[src/rtl/sha256_padder.sv]
// sha256_padder
//   Turns a byte stream into SHA-256 message blocks. Bytes are packed
//   big-endian into a 512-bit buffer; the closing 0x80 marker and the
//   64-bit big-endian bit-length are appended. When they do not fit in
//   the final data block, one extra block is emitted back-to-back.
//
// Ports
//   clk        : single clock, rising edge
//   reset      : asynchronous, active-high
//   in_valid   : in_data holds a message byte
//   in_ready   : padder accepts a byte this cycle
//   in_data    : message byte
//   in_last    : final byte of the message (qualified by in_valid)
//   blk_valid  : blk_data holds a complete block
//   blk_ready  : core accepts the block this cycle
//   blk_data   : block, byte 0 at [511:504], byte 63 at [7:0]
//   blk_first  : first block of a message (qualified by blk_valid)
//   blk_last   : final block of a message (qualified by blk_valid)
//
// state  | meaning
// ACCEPT | collecting message bytes into the buffer
// SEND   | presenting a finished block to the core

module sha256_padder #(
  parameter int CNT_W = 32
) (
  input  logic         clk,
  input  logic         reset,
  input  logic         in_valid,
  output logic         in_ready,
  input  logic [7:0]   in_data,
  input  logic         in_last,
  output logic         blk_valid,
  input  logic         blk_ready,
  output logic [511:0] blk_data,
  output logic         blk_first,
  output logic         blk_last
);

  typedef enum logic {ACCEPT, SEND} state_t;
  typedef enum logic [1:0] {PEND_NONE, PEND_LEN, PEND_PAD80} pend_t;

  state_t             state, state_nxt;
  pend_t              pending;
  logic [511:0]       blk_buf;
  logic [511:0]       acc_buf;
  logic [5:0]         idx;
  logic [5:0]         idx_p1;
  logic [CNT_W-1:0]   byte_cnt;
  logic [CNT_W-1:0]   cnt_inc;
  logic               first_q;
  logic               last_q;
  logic               in_fire;
  logic               blk_fire;

  // Message bit count as a 64-bit big-endian field.
  function automatic logic [63:0] len_field(input logic [CNT_W-1:0] cnt);
    logic [63:0] f;
    f = '0;
    f[CNT_W+2:3] = cnt;
    return f;
  endfunction

  assign in_ready  = (state == ACCEPT);
  assign blk_valid = (state == SEND);
  assign in_fire   = in_valid && in_ready;
  assign blk_fire  = blk_valid && blk_ready;
  assign cnt_inc   = byte_cnt + 1'b1;
  assign idx_p1    = idx + 1'b1;

  assign blk_data  = blk_buf;
  assign blk_first = blk_valid && first_q;
  assign blk_last  = blk_valid && last_q;

  // Buffer contents after accepting the current byte. {~idx,3'b000} is
  // the bit offset of byte idx counted from the MSB end.
  always_comb begin
    acc_buf = blk_buf;
    acc_buf[{~idx, 3'b000} +: 8] = in_data;
    if (in_last) begin
      if (idx != 6'd63)
        acc_buf[{~idx_p1, 3'b000} +: 8] = 8'h80;
      if (idx <= 6'd54)
        acc_buf[63:0] = len_field(cnt_inc);
    end
  end

  always_ff @(posedge clk or posedge reset) begin
    if (reset) state <= ACCEPT;
    else       state <= state_nxt;
  end

  always_comb begin
    state_nxt = state;
    case (state)
      ACCEPT: if (in_fire && (in_last || idx == 6'd63)) state_nxt = SEND;
      SEND:   if (blk_fire && pending == PEND_NONE)     state_nxt = ACCEPT;
      default: state_nxt = ACCEPT;
    endcase
  end

  always_ff @(posedge clk or posedge reset) begin
    if (reset) begin
      blk_buf  <= '0;
      idx      <= '0;
      byte_cnt <= '0;
      pending  <= PEND_NONE;
      first_q  <= 1'b1;
      last_q   <= 1'b0;
    end else if (state == ACCEPT) begin
      if (in_fire) begin
        blk_buf  <= acc_buf;
        idx      <= idx_p1;
        byte_cnt <= cnt_inc;
        last_q   <= 1'b0;
        pending  <= PEND_NONE;
        if (in_last) begin
          if (idx <= 6'd54)       last_q  <= 1'b1;
          else if (idx != 6'd63)  pending <= PEND_LEN;
          else                    pending <= PEND_PAD80;
        end
      end
    end else if (blk_fire) begin
      case (pending)
        PEND_LEN: begin
          blk_buf <= {448'b0, len_field(byte_cnt)};
          last_q  <= 1'b1;
          first_q <= 1'b0;
          pending <= PEND_NONE;
        end
        PEND_PAD80: begin
          blk_buf <= {8'h80, 440'b0, len_field(byte_cnt)};
          last_q  <= 1'b1;
          first_q <= 1'b0;
          pending <= PEND_NONE;
        end
        default: begin
          blk_buf <= '0;
          idx     <= '0;
          last_q  <= 1'b0;
          if (last_q) begin
            byte_cnt <= '0;
            first_q  <= 1'b1;
          end else begin
            first_q  <= 1'b0;
          end
        end
      endcase
    end
  end

endmodule

[config.mk]
export PLATFORM = sky130hd
export DESIGN_NAME = sha256_padder
export DESIGN_NICKNAME = d
export VERILOG_FILES = /design/src/rtl/sha256_padder.sv
export SDC_FILE = /design/constraint.sdc
export NUM_CORES = 2
export LEC_CHECK = 0
export BUFFER_PORTS_ARGS = -buffer_cell sky130_fd_sc_hd__buf_2
export CAP_MARGIN = 20
export CORE_ASPECT_RATIO = 0.6
export CORE_MARGIN = 1.5
export CORE_UTILIZATION = 59
export DETAILED_ROUTE_END_ITERATION = 6
export PLACE_DENSITY_LB_ADDON = 0.1
export SETUP_SLACK_MARGIN = 0.3
export SLEW_MARGIN = 20
export SYNTH_ARGS = -nofsm -noshare
export SYNTH_HDL_FRONTEND = slang
export SYNTH_SLANG_ARGS = --single-unit
[constraint.sdc]
create_clock -name clk -period 52.6 [get_ports clk]
set_clock_uncertainty 0.1 [all_clocks]
set_input_delay 15.78 -clock clk [delete_from_list [all_inputs] [get_ports clk]]
set_output_delay 15.78 -clock clk [all_outputs]
set_load 0.1 [all_outputs]
==> results.json <==
{
  "outcome": "finished, violations left",
  "violations": "design-rule violations",
  "gp_congestion": 1.042,
  "drc": 6,
  "post-route-period-util_pct": 35.71,
  "ant_nets": 0,
  "dpl.hpwl_um": 68240,
  "syn-cell-area_sq_mm": 0.02504,
  "cts_sinks": 555,
  "grt_pass1_vias": 21950,
  "hp-class": "reg -> reg",
  "routed-via-count": 23270,
  "yosys_warnings": 0,
  "worst_pin_slew_ns": 1.134,
  "wirelength_um": 99650,
  "cts_setup_buffers": 0,
  "ir_drop_uv": 46.48,
  "synth-async-reset-ratio_pct": 100.0,
  "pin_count": 529,
  "min_from": "blk_data[163]",
  "synth_seq_cells": 555,
  "wl_per_cell_um": 30.22,
  "setup_viol": 0,
  "power_leakage_uw": 0.01474,
  "grtUsageTotal_pct": 44.92,
  "cts_tree": "built",
  "maxSlewHeadroom_pct": 23.92,
  "maxCapViolations": 0,
  "grt_antenna_before_repair": 1,
  "fillCellCount": 3031,
  "final-max-slew-violation-count": 0,
  "period_needed_ns": 18.78,
  "grt_pass1_wl_um": 145700,
  "grt_max_degree": 108,
  "required_ns": 52.98,
  "regToRegStartpoint": "idx[0]",
  "start_util_pct": 59.80,
  "rsz0062_at_grt": "no",
  "yosysSeqAreaShare_pct": 55.47,
  "cp-end-kind": "register",
  "synthFlopType": "dfrtp_1",
  "via_per_inst": 7.056,
  "setup_tns_ns": 0,
  "fin_ws_ns": 33.82,
  "criticalPathCategory": "in -> reg",
  "clock_path_buffers": 3,
  "die_h_um": 162.6,
  "cp-start-kind": "input port",
  "cts_root_buf": "clkbuf_16",
  "path_max_fanout": 63,
  "area_delta_synth_final_pct": 18.78,
  "synthCells": 2229,
  "core.rowCount": 58,
  "final_hold_viol_count": 0,
  "dp_slack_ns": 33.37,
  "numCtsBuffers": 49,
  "grt_overflow_total": 0,
  "htree_levels": 2,
  "initialDrtViolationCount": 3461,
  "postCtsHoldBufs": 0,
  "layout.nets": 2714,
  "first_pass_iters": 7,
  "avgSynthCellArea_sq_um": 11.23,
  "port_buffers": 528,
  "syn_nets": 2253,
  "fmax_ghz": 0.05324,
  "die-area_sq_mm": 0.04373,
  "diodes": 0,
  "die_w_um": 269.0,
  "post_cts_resized": 0,
  "crit_start": "in_valid",
  "synth_edf_count": 0,
  "insertion_delay_ns": 0.59,
  "fp.coreArea_sq_mm": 0.04187,
  "yosysUniqueCellTypes": 101,
  "critical_path_arrival_ns": 19.16,
  "reg2reg_slack_ns": 47.59,
  "path_clk_slew_ns": 0.07,
  "drive_above_1_share_pct": 27.68,
  "power_density_mw_per_mm2": 39.68
}
where the power goes:
group          internal [uW]  switching (uW)  leakage, uW
clock                    220             172     0.000832
combinational           52.9             278      0.00620
sequential               444            13.5      0.00771
kinds of logic after synthesis:
family                     count (synthesis)  share of synthesized area (%)
muxes                                     26                          1.074
and+or+nand+nor                          552                          11.14
buffers and inverters                    188                          3.243
AOI/OAI and AO/OA                        873                          27.44
DFF                                      555                          55.47
xor gates and xnor gates                  24                          1.084
adders and majority gates                 11                         0.5496
worst paths after layout:
path	depth (start not counted)	end
max	10	blk_data[249]
min	1	blk_data[163]
max reg2reg	11	blk_data[349]
min reg2reg	1	blk_data[163]
max in group asynchronous	4	blk_data[308]
min in group asynchronous	2	byte_cnt[13]
stage by stage:
stage / instances / hold slack, ns / util, % / cell area [sq um] / total power, uW
floorplan: 2229 / 0.3701 / - / 25040 / 694.7
global placement: 3209 / 0.3666 / 66.89 / 28010 / 780.1
detailed placement: 3209 / 0.3687 / 66.89 / 28010 / 782.8
CTS: 3298 / 0.3877 / 70.97 / 29720 / 1165
global route: 3298 / 0.3965 / 71.04 / 29740 / 1204
finish: 3298 / 0.3877 / 71.04 / 29740 / 1180
per-layer routing:
layer / share of wire [%] / vias to the layer above / GRT usage [%]
met5: 0 / - / 0
met4: 4.3 / 0 / 18.05
met3: 14 / 308 / 13.91
met2: 42 / 1834 / 62.42
met1: 40 / 11670 / 65.52
li1: - / 9458 / -
cells in the final DEF, fill, tap and decap left out, types with 14 or more instances in the layout:
| cell type | n |
|---|---|
| dfrtp_1 | 554 |
| buf_2 | 528 |
| a22o_1 | 304 |
| nand2_1 | 164 |
| o21ai_0 | 124 |
| nor2_1 | 117 |
| o2bb2ai_1 | 94 |
| nand3_1 | 61 |
| a21oi_1 | 52 |
| clkbuf_16 | 49 |
| nor3_1 | 40 |
| a31oi_1 | 34 |
| o21ai_1 | 33 |
| buf_4 | 32 |
| inv_1 | 31 |
| o22ai_1 | 28 |
| and3_1 | 26 |
| and2_1 | 24 |
| o31ai_1 | 21 |
| mux2i_1 | 19 |
| o221ai_1 | 19 |
| o211ai_1 | 18 |
| a22oi_1 | 18 |
| nand4_1 | 14 |
area by class of cell:
type / instances / area [sq um] / area share [%]
clock buffers: 71 / 1429 / 4.804
multi-input cells: 1486 / 10380 / 34.89
well taps: 570 / 713.2 / 2.398
inverters: 35 / 138.9 / 0.4669
clock inverters: 18 / 280.3 / 0.9422
repair buffers: 563 / 2917 / 9.805
flip-flops and latches: 555 / 13890 / 46.70
state kept, by name (all words and copies together) (netlist names):
| signal | count |
|---|---|
| blk_data | 512 |
| blk_valid | 1 |
| byte_cnt | 32 |
| first_q | 1 |
| idx | 6 |
| last_q | 1 |
| pending | 2 |
critical path, stage by stage:
cell,delay [ns]
buf_2,0.12
nor2b_4,0.12
buf_4,0.36
buf_4,0.44
nor2_2,0.65
buf_4,0.49
nor2_1,0.23
a31oi_1,0.68
nand2_1,0.13
o21ai_0,0.14
synth_stat cells (all sizes together) (9+ instances only):
master | number | share of area [%]
o221ai | 19 | 0.66
o21ai | 161 | 3.3
nand4 | 15 | 0.40
nand3 | 64 | 1.3
a22o | 304 | 11
xnor2 | 15 | 0.63
a22oi | 22 | 0.81
nor3 | 53 | 1.3
inv | 33 | 0.49
nor2 | 128 | 2.1
buf | 58 | 1.3
a221o | 10 | 0.40
nor4 | 16 | 0.56
o22ai | 29 | 0.75
a31oi | 39 | 1.2
o31ai | 32 | 1.2
a32o | 9 | 0.36
o2bb2ai | 94 | 3.3
a21o | 12 | 0.36
a211oi | 12 | 0.57
mux2i | 19 | 0.76
nand2 | 172 | 2.6
clkbuf | 95 | 1.4
ha | 11 | 0.55
and3 | 26 | 0.65
and2 | 24 | 0.60
o211ai | 19 | 0.59
a21oi | 59 | 1.3
dfrtp | 554 | 55
No activity file was read; power rests on OpenSTA's default activity.
